## config.mk

```make
export PLATFORM = sky130hd
export DESIGN_NAME = store_merge_rmw
export DESIGN_NICKNAME = d
export VERILOG_FILES = /design/src/rtl/store_pkg.sv /design/src/rtl/lane_merge.sv /design/src/rtl/store_merge_rmw.sv
export SDC_FILE = /design/constraint.sdc
export NUM_CORES = 1
export LEC_CHECK = 0
export CELL_PAD_IN_SITES_DETAIL_PLACEMENT = 1
export CELL_PAD_IN_SITES_GLOBAL_PLACEMENT = 1
export CORE_AREA = 5 5 184 133
export CTS_CLUSTER_DIAMETER = 120
export CTS_CLUSTER_SIZE = 16
export DETAILED_ROUTE_END_ITERATION = 7
export DIE_AREA = 0 0 189 138
export PLACE_DENSITY = 0.62
export SYNTH_ARGS = -nofsm -noshare
export SYNTH_HDL_FRONTEND = slang
export SYNTH_HIERARCHICAL = 1
export SYNTH_SLANG_ARGS = --single-unit
export TNS_END_PERCENT = 30
```

## constraint.sdc

```tcl
create_clock -name clk -period 2.6 [get_ports clk]
set_clock_uncertainty 0.05 [all_clocks]
set_input_delay 0.26 -clock clk [delete_from_list [all_inputs] [get_ports clk]]
set_output_delay 0.26 -clock clk [all_outputs]
set_load 0.02 [all_outputs]
```

## src/rtl/store_pkg.sv

```systemverilog
// Shared encodings and helpers for the sub-word store read-modify-write sequencer.
package store_pkg;

    localparam logic [1:0] SZ_B = 2'd0;
    localparam logic [1:0] SZ_H = 2'd1;
    localparam logic [1:0] SZ_W = 2'd2;
    localparam logic [1:0] SZ_D = 2'd3;

    typedef enum logic [1:0] {
        IDLE    = 2'd0,
        RD_REQ  = 2'd1,
        RD_WAIT = 2'd2,
        WR_REQ  = 2'd3
    } state_t;

    // Natural alignment: the low address bits below the access size must be zero.
    function automatic logic is_misaligned(input logic [1:0] size, input logic [2:0] off);
        case (size)
            SZ_H:    return off[0];
            SZ_W:    return off[1:0] != 2'b00;
            SZ_D:    return off != 3'b000;
            default: return 1'b0;
        endcase
    endfunction

endpackage

```

## src/rtl/lane_merge.sv

```systemverilog
// Inserts a right-aligned byte/half/word/dword into an existing memory word at a byte lane.
module lane_merge #(
    parameter int DATA_W = 32,
    localparam int LANES = DATA_W / 8,
    localparam int OFF_W = $clog2(LANES)
) (
    input  logic [DATA_W-1:0] i_old,
    input  logic [DATA_W-1:0] i_data,
    input  logic [1:0]        i_size,
    input  logic [OFF_W-1:0]  i_off,
    output logic [DATA_W-1:0] o_merged
);

    logic [DATA_W-1:0] w_shifted;
    logic [DATA_W-1:0] w_merged;

    // Lanes inside [off, off + 2^size) take the shifted store data, the rest keep the old word.
    always_comb begin
        w_shifted = i_data << {i_off, 3'b000};
        w_merged  = i_old;
        for (int l = 0; l < LANES; l++) begin
            if (l >= int'(i_off) && l < int'(i_off) + (1 << i_size)) begin
                w_merged[8*l +: 8] = w_shifted[8*l +: 8];
            end
        end
    end

    assign o_merged = w_merged;

endmodule

```

## src/rtl/store_merge_rmw.sv

```systemverilog
// Store sequencer: full-width stores write through, sub-word stores read, merge and write back.
module store_merge_rmw
    import store_pkg::*;
#(
    parameter int DATA_W = 32,
    parameter int ADDR_W = 32,
    localparam int LANES = DATA_W / 8,
    localparam int OFF_W = $clog2(LANES)
) (
    input  logic              clk,
    input  logic              rst_n,
    input  logic              req_valid,
    output logic              req_ready,
    input  logic [ADDR_W-1:0] req_addr,
    input  logic [1:0]        req_size,
    input  logic [DATA_W-1:0] req_wdata,
    output logic              done,
    output logic              err,
    output logic              mem_req,
    output logic              mem_we,
    output logic [ADDR_W-1:0] mem_addr,
    output logic [DATA_W-1:0] mem_wdata,
    input  logic              mem_ready,
    input  logic [DATA_W-1:0] mem_rdata,
    input  logic              mem_rvalid
);

    localparam logic [1:0] FULL_SZ = (DATA_W == 64) ? SZ_D : SZ_W;

    state_t            r_state;
    logic [OFF_W-1:0]  r_off;
    logic [1:0]        r_size;
    logic [DATA_W-1:0] r_wdata;
    logic              r_done;
    logic              r_err;
    logic              r_mem_req;
    logic              r_mem_we;
    logic [ADDR_W-1:0] r_mem_addr;
    logic [DATA_W-1:0] r_mem_wdata;

    logic [2:0]        w_off3;
    logic              w_reject;
    logic [ADDR_W-1:0] w_word_addr;
    logic [DATA_W-1:0] w_merged;

    assign w_off3      = 3'(req_addr[OFF_W-1:0]);
    assign w_reject    = ((req_size == SZ_D) && (DATA_W == 32)) || is_misaligned(req_size, w_off3);
    assign w_word_addr = {req_addr[ADDR_W-1:OFF_W], {OFF_W{1'b0}}};

    lane_merge #(.DATA_W(DATA_W)) u_merge (
        .i_old    (mem_rdata),
        .i_data   (r_wdata),
        .i_size   (r_size),
        .i_off    (r_off),
        .o_merged (w_merged)
    );

    // Memory command fields only change on state transitions, so they hold under back-pressure.
    always_ff @(posedge clk or negedge rst_n) begin
        if (!rst_n) begin
            r_state     <= IDLE;
            r_off       <= '0;
            r_size      <= '0;
            r_wdata     <= '0;
            r_done      <= 1'b0;
            r_err       <= 1'b0;
            r_mem_req   <= 1'b0;
            r_mem_we    <= 1'b0;
            r_mem_addr  <= '0;
            r_mem_wdata <= '0;
        end else begin
            r_done <= 1'b0;
            r_err  <= 1'b0;
            case (r_state)
                IDLE: begin
                    if (req_valid) begin
                        if (w_reject) begin
                            r_err <= 1'b1;
                        end else begin
                            r_off      <= req_addr[OFF_W-1:0];
                            r_size     <= req_size;
                            r_wdata    <= req_wdata;
                            r_mem_addr <= w_word_addr;
                            r_mem_req  <= 1'b1;
                            if (req_size == FULL_SZ) begin
                                r_mem_we    <= 1'b1;
                                r_mem_wdata <= req_wdata;
                                r_state     <= WR_REQ;
                            end else begin
                                r_mem_we <= 1'b0;
                                r_state  <= RD_REQ;
                            end
                        end
                    end
                end
                RD_REQ: begin
                    if (mem_ready) begin
                        r_mem_req <= 1'b0;
                        r_state   <= RD_WAIT;
                    end
                end
                RD_WAIT: begin
                    if (mem_rvalid) begin
                        r_mem_wdata <= w_merged;
                        r_mem_we    <= 1'b1;
                        r_mem_req   <= 1'b1;
                        r_state     <= WR_REQ;
                    end
                end
                WR_REQ: begin
                    if (mem_ready) begin
                        r_mem_req <= 1'b0;
                        r_mem_we  <= 1'b0;
                        r_done    <= 1'b1;
                        r_state   <= IDLE;
                    end
                end
                default: r_state <= IDLE;
            endcase
        end
    end

    assign req_ready = (r_state == IDLE);
    assign done      = r_done;
    assign err       = r_err;
    assign mem_req   = r_mem_req;
    assign mem_we    = r_mem_we;
    assign mem_addr  = r_mem_addr;
    assign mem_wdata = r_mem_wdata;

endmodule
```

==> results of run 1 <==
## power breakdown
group          internal (mW)  switching (mW)  leakage [nW]
combinational           3.42            2.95          2.08
sequential              2.40           0.569          1.27
clock                  0.867           0.648         0.155
total                   6.70            4.17          3.50
## cells in the final DEF, fill, tap and decap left out, types with 2 or more instances in the layout
master and count:
ha_2 2, bufinv_16 2, buf_4 13, clkdlybuf4s50_1 168, buf_12 4, a31oi_1 2, mux2_2 59, o21ai_4 2
o21ai_0 39, nand2_1 52, mux2_4 45, o21ai_1 10, dfrtp_1 104, buf_6 5, clkbuf_16 9, a22o_1 2
mux2i_1 50, nor2b_1 3, inv_1 8, and2_1 2, nor2_1 4, ha_1 4, conb_1 2
## stage by stage
step / hold WS [ns] / cell area (µm²) / worst slack, ns / TNS, ns
floorplan: -0.0856 / 5520 / 0.180 / 0
global placement: 0.272 / 7530 / 0.0903 / 0
detailed placement: 0.277 / 7530 / -0.127 / -1.20
CTS: 0.438 / 7930 / 0.00168 / 0
global route: 0.455 / 8000 / -0.0624 / -0.788
finish: 0.410 / 8000 / 0.0220 / 0
## registers in the layout, indices dropped and copies added (netlist names)
register / cells
mem_we: 1
err: 1
mem_req: 1
mem_addr: 30
done: 1
mem_wdata: 32
r_wdata: 32
r_size: 2
r_off: 2
r_state: 2
## logic make-up after synthesis
logic type | count (synthesis) | synth area share, %
flip-flops | 104 | 47.1
AO/OA/AOI/OAI | 66 | 7.89
adder cells (fa/ha/maj) | 7 | 1.72
other | 1 | 0.0679
AND/OR/NAND/NOR | 71 | 5.73
buffers and inverters | 36 | 4.17
multiplexers | 155 | 33.3
## layout make-up
class / instances / area, µm² / share of cell area (%)
Clock inverter: 5 / 81.3 / 1.02
Tap cell: 288 / 360 / 4.50
Inverter: 9 / 33.8 / 0.422
Multi-Input combinational cell: 301 / 2760 / 34.5
Sequential cell: 104 / 2600 / 32.5
Clock buffer: 10 / 239 / 2.99
Timing Repair Buffer: 191 / 1930 / 24.1
## layer usage
layer	track usage [%]	vias to the layer above	wire length (µm)
li1	-	1896	-
met5	0	-	0
met4	2.53	0	129
met2	22.2	96	8290
met3	5.21	9	1270
met1	18.3	2007	8530
## what timing repair did
action,4_1_cts,5_1_grt
hold buffers,1,0
setup endpoints to repair,16,23
resized for setup,3,22
pin swaps,2,10
buffers inserted,4,2
endpoints found under the hold margin,40,0
## worst paths after layout
path / start / endpoint / slack (ns) / depth (start not counted)
worst max-delay path: r_size[1] / mem_wdata[22] / 0.02 / 11
worst min-delay path: rst_n / mem_wdata[2] / 0.41 / 2
worst max register to register: r_size[1] / mem_wdata[22] / 0.02 / 11
worst min register to register: mem_wdata[3] / mem_wdata[3] / 0.44 / 2
max in group asynchronous: rst_n / mem_wdata[19] / 1.36 / 3
min in group clk: mem_wdata[3] / mem_wdata[3] / 0.44 / 2
## critical path, delay by kind of cell (launching register included)
family	cells	cell delay, ns
compound gates	2	0.30
fa+ha+maj	2	0.62
buf+inv	2	0.19
flops	1	0.40
mux	2	0.48
simple gates	3	0.42
==> run_results.csv, run 1 <==
group,metric,value,unit
sta,final_hold_viol_count,0,
power,peakVddDrop,0.487,mV
die,die_y,138,µm
synthesis,synth_top_area_cell,"dfrtp_1",
cts,htreeDepth,3,
setup_path,crit_chain,"nor2_1 -> ha_2 -> inv_2 -> fa_2 -> nor2_4 -> nand4b_4 -> o21ai_4 -> buf_12 -> mux2_2 -> mux2i_1 -> o21ai_1",
setup_path,crit_type,"flip-flop to flip-flop",
synthesis,syn-cell-area,0.00552,mm²
cells_and_area,fin_util,35.7,%
synthesis,ys.warnings.count,6,
route,drc,0,
power,power_density,1360,mW/mm²
global_route,grt.overflow.total,0,
sta,final_max_slew_viol_count,0,
sta,finalSetupViolations,0,
placed_design,gp_congestion,0.772,
setup_path,crit_fanout,5,
power,p_leak,3.50,nW
cells_and_area,diodes,0,
setup_path,start_kind,"flip-flop",
synthesis,synthArstFlopShare,100,%
sta,fin_crit_sh,99.2,%
sta,rsz0062_at_grt,"true",
cts,path_clk_slew,0.08,ns
route,ant_nets,0,
sta,worst_pin_slew,0.805,ns
cells_and_area,drive_above_1_share,25.6,%
setup_path,required,2.78,ns
global_route,grt_pass1_vias,4597,
cts,clockBufferDepth,2,
placed_design,dpl.hpwl,13500,µm
cts,clkLatencyLatePin,0.35,ns
route,vias,4008,
synthesis,ys_ff_latch,104,
synthesis,synth.most_common_cell,"dfrtp_1",
synthesis,synth_top_area_share,47.1,%
synthesis,ys_seq_area_share,47.1,%
synthesis,netlist-cell-type-count,39,
sta,slew_headroom,46.2,%
cts,cts_sinks,104,
cells_and_area,syn_to_final_growth,45.0,%
route,dr.pass1.iters,4,
route,routedWlPerCell,20.1,µm
die,fp-row-count,46,
synthesis,synth-edff-count,0,
die,io-pin-count,172,
setup_path,crit_path_max_incr_delay,0.42,ns
cts,root_buffer,"clkbuf_16",
setup_path,crit_path_top_delay_cell,"fa_2",
global_route,track_usage,13.9,%
worst_hold_path,hold_class,"input port to async pin",
sta,fmax,388,MHz
cts,numCtsBuffers,9,
die,die_w,189,µm
run,cap_violations,0,
die,dieArea,0.0261,mm²
cts,cts_tree,"done",
setup_path,critPathCaptureType,"flip-flop",
synthesis,synth_cells,440,
placed_design,numPortBuffers,169,
die,initial_core_util,24.7,%
cells_and_area,stdcell_count,908,
global_route,grt_max_degree,65,
global_route,antenna_found_initial,0,
synthesis,ys_top_cells_by_area,"dfrtp_1 (47%), mux2_2 (13%), mux2_4 (11%)",
placed_design,place_inst,886,
synthesis,postSynthAreaPerCell,12.5,µm²
global_route,grt_pass1_wl,28300,µm
power,total_power,10.9,mW
synthesis,synth_flop_cell,"dfrtp_1",
die,core-area,0.0224,mm²
route,drtIter0Drc,98,
synthesis,synth_common_cells,"dfrtp_1 (104), mux2_2 (63), nand2_1 (52), mux2i_1 (50), o21ai_0 (45)",
setup_path,worstPathArrival,2.76,ns
cells_and_area,fillCellCount,2390,
route,wl,18200,µm
run_status,status,"complete, no violations",
route,viasPerCell,4.41,
cells_and_area,nNetsFinal,726,
sta,min_period,2.58,ns
No activity file was read; power rests on OpenSTA's default activity.
==> run 2: changes to the inputs <==
--- a/config.mk
+++ b/config.mk
@@ -5,6 +5,7 @@
 export SDC_FILE = /design/constraint.sdc
 export NUM_CORES = 1
 export LEC_CHECK = 0
+export CAP_MARGIN = 40
 export CELL_PAD_IN_SITES_DETAIL_PLACEMENT = 1
 export CELL_PAD_IN_SITES_GLOBAL_PLACEMENT = 1
 export CORE_AREA = 5 5 184 133
@@ -13,6 +14,7 @@
 export DETAILED_ROUTE_END_ITERATION = 7
 export DIE_AREA = 0 0 189 138
 export PLACE_DENSITY = 0.62
+export SKIP_LAST_GASP = 1
 export SYNTH_ARGS = -nofsm -noshare
 export SYNTH_HDL_FRONTEND = slang
 export SYNTH_HIERARCHICAL = 1
==> run_results.csv, run 2 (synthesis gave the netlist of run 1 again) <==
group,metric,value,unit
route,viasPerCell,4.43,
run_status,status,"complete, no violations",
die,core-area,0.0224,mm²
setup_path,rrSetupSlack,0.008,ns
sta,fin_crit_sh,99.7,%
setup_path,required,2.78,ns
setup_path,rr_endpoint,"mem_wdata[22]",
cells_and_area,nNetsFinal,726,
route,ant_nets,0,
sta,min_period,2.59,ns
cells_and_area,fin_util,35.7,%
cts,clkLatencyLatePin,0.35,ns
sta,rsz0062_at_grt,"true",
die,die_y,138,µm
power,combPwrFrac,58.7,%
cts,cts_tree,"done",
cts,htreeDepth,3,
route,wl,18300,µm
setup_path,critPathCaptureType,"flip-flop",
sta,worst_pin_slew,0.788,ns
route,drc,0,
die,die_w,189,µm
die,fp-row-count,46,
cts,root_buffer,"clkbuf_16",
power,seqPwrFrac,27.4,%
cts,clockBufferDepth,2,
setup_path,crit_type,"flip-flop to flip-flop",
power,p_leak,3.49,nW
setup_path,worstPathArrival,2.77,ns
die,dieArea,0.0261,mm²
setup_path,crit_chain,"nor2_1 -> ha_2 -> inv_2 -> fa_2 -> nor2_4 -> nand4b_4 -> o21ai_4 -> buf_12 -> mux2_2 -> mux2i_1 -> o21ai_1",
power,peakVddDrop,0.494,mV
global_route,grt.overflow.total,0,
setup_path,r2r-start,"r_size[1]",
cells_and_area,diodes,0,
sta,fin_setup_tns,0,ns
route,dr.pass1.iters,4,
sta,fmax,386,MHz
cells_and_area,drive_above_1_share,25.6,%
global_route,grt_pass1_wl,28300,µm
setup_path,start_kind,"flip-flop",
global_route,antenna_found_initial,0,
setup_path,crit_path_top_delay_cell,"fa_2",
cells_and_area,final_common_cell,"clkdlybuf4s50_1",
setup_path,worst_r2r_path_depth,11,
placed_design,gp_congestion,0.772,
power,switching_share,38.5,%
setup_path,crit_path_max_incr_delay,0.42,ns
sta,hold_slack,0.412,ns
die,initial_core_util,24.7,%
cells_and_area,fillCellCount,2392,
worst_hold_path,hold_class,"input port to async pin",
sta,slew_headroom,47.3,%
cts,path_clk_slew,0.07,ns
route,vias,4019,
global_route,grt_pass1_vias,4597,
sta,finalSetupViolations,0,
cts,numCtsBuffers,9,
cells_and_area,syn_to_final_growth,44.9,%
placed_design,numPortBuffers,169,
sta,final_hold_viol_count,0,
power,p_switching,4.17,mW
power,power_frac_clock,13.9,%
die,io-pin-count,172,
cts,cts_sinks,104,
global_route,track_usage,13.9,%
cells_and_area,final_cell_mix,"clkdlybuf4s50_1 (168), dfrtp_1 (104), mux2_2 (59)",
route,routedWlPerCell,20.1,µm
placed_design,dpl.hpwl,13500,µm
global_route,grt_max_degree,65,
sta,final_max_slew_viol_count,0,
setup_path,crit_fanout,5,
power,intPower,6.68,mW
setup_path,crit_start,"r_size[1]",
run,cap_violations,0,
power,power_density,1360,mW/mm²
route,drtIter0Drc,96,
==> run 2: changes by cell type in the layout (fill, tap and decap cells not counted) <==
| cell | previous run | this run |
|---|---|---|
| buf_4 | 13 | 15 |
| buf_6 | 5 | 3 |
==> run 2: final cells by class <==
class	count	area, µm²	area share, %
multi-input combinational	301	2760	34.5
sequential	104	2600	32.5
timing repair buffer	191	1920	24.0
tap	288	360	4.51
clock buffer	10	239	2.99
clock inverter	5	81.3	1.02
inverter	9	33.8	0.422
==> run 2: power groups by stage <==
stage / sequential, mW / clock [mW] / combinational (mW)
after global placement: 2.96 / 0 / 5.73
final: 2.98 / 1.51 / 6.37
after floorplan: 3.43 / 0 / 3.24
after global routing: 3.08 / 1.63 / 6.85
after CTS: 2.98 / 1.58 / 6.20
after detailed placement: 3.00 / 0 / 5.89
==> run 2: worst max-delay path by stage <==
stage / end / slack [ns] / cells after the start
6_report: mem_wdata[22] / 0.008 / 11
5_1_grt: mem_wdata[15] / -0.07 / 12
3_3_place_gp: mem_wdata[16] / 0.09 / 10
2_1_floorplan: mem_wdata[17] / 0.18 / 10
4_1_cts: mem_wdata[9] / 0.002 / 12
3_5_place_dp: mem_wdata[9] / -0.13 / 10
==> run 2: through the flow <==
stage	setup slack, ns	cells	instance area, µm²	power (mW)
2_1_floorplan	0.180	441	5520	6.67
3_3_place_gp	0.0903	886	7530	8.69
3_5_place_dp	-0.127	886	7530	8.88
4_1_cts	0.00168	906	7930	10.8
5_1_grt	-0.0704	908	8000	11.6
6_report	0.00756	908	8000	10.9
==> run 2: worst max-delay path, delay by kind of cell, from the launching register on <==
| family | cells | cell delay (ns) |
|---|---|---|
| AO/OA/AOI/OAI | 2 | 0.30 |
| adder cells (fa/ha/maj) | 2 | 0.62 |
| AND/OR/NAND/NOR | 3 | 0.42 |
| buffers and inverters | 2 | 0.20 |
| flip-flops | 1 | 0.40 |
| multiplexers | 2 | 0.48 |
==> run 2: layer usage <==
layer	routed length [µm]	vias to the layer above	part of all wire [%]	GRT usage, %
li1	-	1896	-	-
met1	8600	2019	47	18.3
met2	8300	93	45	22.2
met3	1220	11	6.7	5.21
met4	132	0	0.72	2.53
met5	0	-	0	0
==> run 2: timing repair <==
item,in CTS,in global routing
endpoints found under the hold margin,40,0
endpoints found under the setup margin,16,23
setup buffers,4,2
pin swaps,2,10
hold buffers,1,0
resized for setup,3,20
==> variant 1, RTL diff (settings of run 1) <==
Put one more register stage on the output `err`. The value now appears one clock later. The other outputs are not delayed to match.
--- a/src/rtl/store_merge_rmw.sv
+++ b/src/rtl/store_merge_rmw.sv
@@ -123,5 +123,7 @@
     assign req_ready = (r_state == IDLE);
     assign done      = r_done;
-    assign err       = r_err;
+    always_ff @(posedge clk) begin
+        err <= r_err;
+    end
     assign mem_req   = r_mem_req;
     assign mem_we    = r_mem_we;
Formal check against the unedited RTL: not equivalent (Yosys sat finds a counterexample within 4 cycles, from zero or initial values and one cycle with rst_n low).
==> variant 1 against run 1 <==
Setup slack better by 0.0048 ns; routed wire length is 1.7% lower; global-route usage is 0.19 points lower; maximum frequency rose by 0.19%; total power decreased by 3.6%; synthesized area increased by 0.36%; critical path depth stayed put; count of clock-buffer cells in the layout increased by 1; cell area fell by 0.81%; sequential cell count up 1; critical endpoint is now mem_wdata[9]; largest power group unchanged.
==> variant 1: results (changes against run 1) <==
p_leak_nw: 3.48  # was 3.50 nW
routed-wl-met3_um: 1380  # was 1270 um
cts_root_buffer: "clkbuf_16"  # unchanged
seq_area_frac_synth_pct: 47.3  # was 47.1%
critical_path_arrival_ns: 2.74  # was 2.76 ns
gp_congestion: 0.751  # was 0.772
synthDistinctLibCells: 40  # was 39
synth_area_leaders: "dfrtp_1, mux2_2, mux2_4, mux2i_1, o21ai_0"  # unchanged
diodes: 0  # unchanged
cts_buffers: 9  # unchanged
hold_path_depth: 0
status: "finished, final reports clean"  # unchanged
antenna_found_initial: 3  # was 0
drive_gt1_share_pct: 24.8  # was 25.6%
dr.first_iter.drc_count: 173  # was 98
grt_pass1_vias: 4563  # was 4,597
wl_met1_um: 8060  # was 8530 um
grt_max_degree: 65  # unchanged
dr.max_layer_used: "met5"  # was met4
max-vdd-ir-drop_uv: 479  # was 487 uV
routedWlPerCell_um: 19.8  # was 20.1 um
hold_path.class: "reg -> reg"  # was in -> async
nets: 723  # was 726
r2r-end: "mem_wdata[9]"  # was mem_wdata[22]
worst_pin_slew_ns: 0.741  # was 0.805 ns
place_hpwl_um: 13300  # was 13,500 um
crit_path_max_fanout: 4  # was 5
cts_buffer_depth: 2  # unchanged
post_cts_buffers: 4  # unchanged
wl_met2_um: 8230  # was 8290 um
synth-async-reset-ratio_pct: 99.0  # was 100%
grt_first_pass_wirelength_um: 27900  # was 28,300 um
r2r-start: "r_size[1]"  # unchanged
cellInternalPower_mw: 6.36  # was 6.70 mW
grt_usage_pct: 13.7  # was 13.9%
yosys_warnings: 6  # unchanged
path_clk_slew_ns: 0.07
vias_per_cell: 4.45  # was 4.41
-- variant 1: changes by cell type after synthesis, sizes merged --
cell | run 1 | this run
dfxtp | 0 | 1
-- variant 1: kinds of logic (layout without fill, tap and decap cells) --
logic type | after synthesis | after routing | share of synthesized area [%]
muxes | 155 | 155 | 33.2
AOI/OAI and AO/OA | 66 | 66 | 7.86
and+or+nand+nor | 71 | 71 | 5.71
other | 1 | 2 | 0.0677
adders and majority gates | 7 | 7 | 1.72
DFF | 105 | 105 | 47.3
buffers and inverters | 36 | 212 | 4.16
-- variant 1: how the worst max path moves through the flow --
| stage | slack (ns) | depth (start not counted) | start | to |
|---|---|---|---|---|
| floorplan | 0.18 | 10 | r_size[1] | mem_wdata[17] |
| global placement | 0.07 | 10 | r_size[1] | mem_wdata[13] |
| detailed placement | -0.17 | 10 | r_size[1] | mem_wdata[9] |
| CTS | 0.005 | 11 | r_size[1] | mem_wdata[9] |
| global route | -0.06 | 11 | r_size[1] | mem_wdata[10] |
| finish | 0.03 | 11 | r_size[1] | mem_wdata[9] |
-- variant 1: final cells by class --
| class | count | area (um2) |
|---|---|---|
| well taps | 288 | 360 |
| fillers | 2430 | 14500 |
| multi-input cells | 301 | 2740 |
| inverters | 9 | 33.8 |
| clock inverters | 5 | 40.0 |
| clock buffers | 11 | 253 |
| repair buffers | 187 | 1890 |
| flip-flops and latches | 105 | 2620 |
-- variant 1: power by group through the flow --
stage / combinational [mW] / sequential, mW / clock (mW)
final: 6.11 / 2.99 / 1.37
after global routing: 6.55 / 3.11 / 1.49
after CTS: 6.10 / 3.00 / 1.41
after detailed placement: 5.86 / 3.01 / 0
after global placement: 5.66 / 2.97 / 0
after floorplan: 3.24 / 3.45 / 0
-- variant 1: critical path, cell delays in order, from the launching register on --
cell	delay [ns]
dfrtp_1	0.42
nor2_1	0.11
ha_1	0.18
inv_1	0.07
fa_2	0.38
nor2_4	0.14
nand4b_4	0.16
o21ai_4	0.19
buf_4	0.16
mux2_2	0.34
mux2i_1	0.15
o21ai_0	0.10
-- variant 1: metrics by stage --
stage | cell area (um2) | TNS [ns] | hold slack [ns] | instances | setup slack (ns)
finish | 7940 | 0 | 0.293 | 906 | 0.0268
global route | 7940 | -0.689 | 0.298 | 906 | -0.0630
detailed placement | 7550 | -2.08 | 0.254 | 884 | -0.172
global placement | 7550 | 0 | 0.249 | 884 | 0.0683
CTS | 7910 | 0 | 0.296 | 905 | 0.00489
floorplan | 5540 | 0 | -0.0856 | 442 | 0.180
-- variant 1: routing by layer --
metal	vias up	GRT usage (%)
met5	-	0
met4	6	3.07
met3	16	5.46
met2	110	22.1
met1	2015	17.5
li1	1889	-
==> variant 2, RTL diff (config.mk and constraints of run 1) <==
Made on the original files. The parameter `ADDR_W` goes from 32 to 24.
--- a/src/rtl/store_merge_rmw.sv
+++ b/src/rtl/store_merge_rmw.sv
@@ -4,5 +4,5 @@
 #(
     parameter int DATA_W = 32,
-    parameter int ADDR_W = 32,
+    parameter int ADDR_W = 24,
     localparam int LANES = DATA_W / 8,
     localparam int OFF_W = $clog2(LANES)
Ports: changed (resized mem_addr and req_addr); port bits go from 172 to 156. No check against the original RTL was run, so the function may have changed too.
==> variant 2 against run 1 <==
Setup slack better by 0.042 ns; sequential power down 7.1%; via count down 1.9%; synthesized cell count down 3.9%; total power down 8.9%; utilization down 2.6 points; count of clock-buffer cells in the layout down 1; die area unchanged; critical path depth unchanged; routed wire length down 5.9%; first-iteration DRC count up 11%; cell area down 7.4%; synthesized area down 6.8%; sequential cell count down 8; critical path type unchanged; largest cell class unchanged.
==> variant 2: results (changes against run 1) <==
synth.mux.area_fraction_pct: 32.5  # was 33.3%
sh_seq_area_pct: 32.4  # was 32.5%
dr.first_iter.drc_count: 109  # was 98
routedWlPerCell_um: 19.6  # was 20.1 um
placed_cell_area_um2: 6990  # was 7530 um2
max_stage_delay_ns: 0.41
place_hpwl_um: 12800  # was 13,500 um
netlist_top_cells_count: "dfrtp_1, mux2_2, nand2_1, mux2i_1, o21ai_0"  # unchanged
diodes: 2  # was 0
nets: 682  # was 726
gp_congestion: 0.780  # was 0.772
clk_latency_ns: 0.36
multi_input_area_um2: 2570  # was 2760 um2
synth-async-reset-ratio_pct: 100  # unchanged
multi_input_area_share_pct: 34.7  # was 34.5%
io_buffer_count: 153  # was 169
cts_root_buffer: "clkbuf_16"  # unchanged
drt_first_pass_iters: 4  # unchanged
final_cells: 875  # was 908
drive_gt1_share_pct: 25.0  # was 25.6%
fillers: 2431  # was 2,390
grt_max_degree: 65  # unchanged
status: "finished, final reports clean"  # unchanged
p_leak_nw: 3.19  # was 3.50 nW
vias_per_cell: 4.49  # was 4.41
critical_path_arrival_ns: 2.71  # was 2.76 ns
grt_pass1_vias: 4552  # was 4,597
crit_path_max_fanout: 6  # was 5
synth_compound_area_share_pct: 8.47  # was 7.89%
n_all_buffers: 171  # was 191
synth_top_family_by_area: "multiplexers"  # unchanged
cts_sinks: 96  # was 104
synthFlopType: "dfrtp_1"  # unchanged
hold_path.class: "in -> async"  # unchanged
grt_first_pass_wirelength_um: 26600  # was 28,300 um
dp_cells: 850  # was 886
synth_cells: 423  # was 440
post_cts_buffers: 2  # was 4
antenna_found_initial: 1  # was 0
worst_pin_slew_ns: 0.678  # was 0.805 ns
seq_area_frac_synth_pct: 46.7  # was 47.1%
inv_count: 9  # unchanged
multi_input_comb_cells: 293  # was 301
synth_area_leaders: "dfrtp_1, mux2_2, mux2i_1, mux2_4, o21ai_0"  # was dfrtp_1, mux2_2, mux2_4, mux2i_1, o21ai_0
r2r-end: "mem_wdata[12]"  # was mem_wdata[22]
min_period_ns: 2.54  # was 2.58 ns
grt_usage_pct: 13.1  # was 13.9%
slowest_stage: "dfrtp_1"  # was fa_2
synthDistinctLibCells: 41  # was 39
clock_area_share_pct: 4.19  # was 4.00%
r2r_setup_slack_ns: 0.06  # was 0.02 ns
max-vdd-ir-drop_uv: 521  # was 487 uV
synthAdderAreaFrac_pct: 1.85  # was 1.72%
layout.nonclk_buf_share_pct: 23.3  # was 24.1%
post-place-ws_ns: -0.0888  # was -0.127 ns
==> variant 2: where the power goes <==
part,switching (mW),leakage [nW],internal (mW),total (mW)
registers,0.544,1.17,2.22,2.76
logic,2.69,1.87,3.02,5.71
clock network,0.659,0.153,0.768,1.43
total,3.90,3.19,6.00,9.90
==> variant 2: metrics by stage <==
stage,TNS (ns),power (mW),hold slack [ns]
floorplan,0,6.19,-0.0856
global placement,0,7.98,0.295
detailed placement,-0.899,8.17,0.299
CTS,0,9.89,0.443
global route,-0.359,10.6,0.442
finish,0,9.90,0.437
==> variant 2: layer usage <==
layer / vias up / GRT usage, % / wire [um] / share of wire (%)
li1: 1800 / - / - / -
met1: 1987 / 16.2 / 7440 / 43
met2: 127 / 21.5 / 8010 / 47
met3: 16 / 5.76 / 1540 / 9.0
met4: 2 / 2.68 / 144 / 0.84
met5: - / 0 / 13 / 0.076
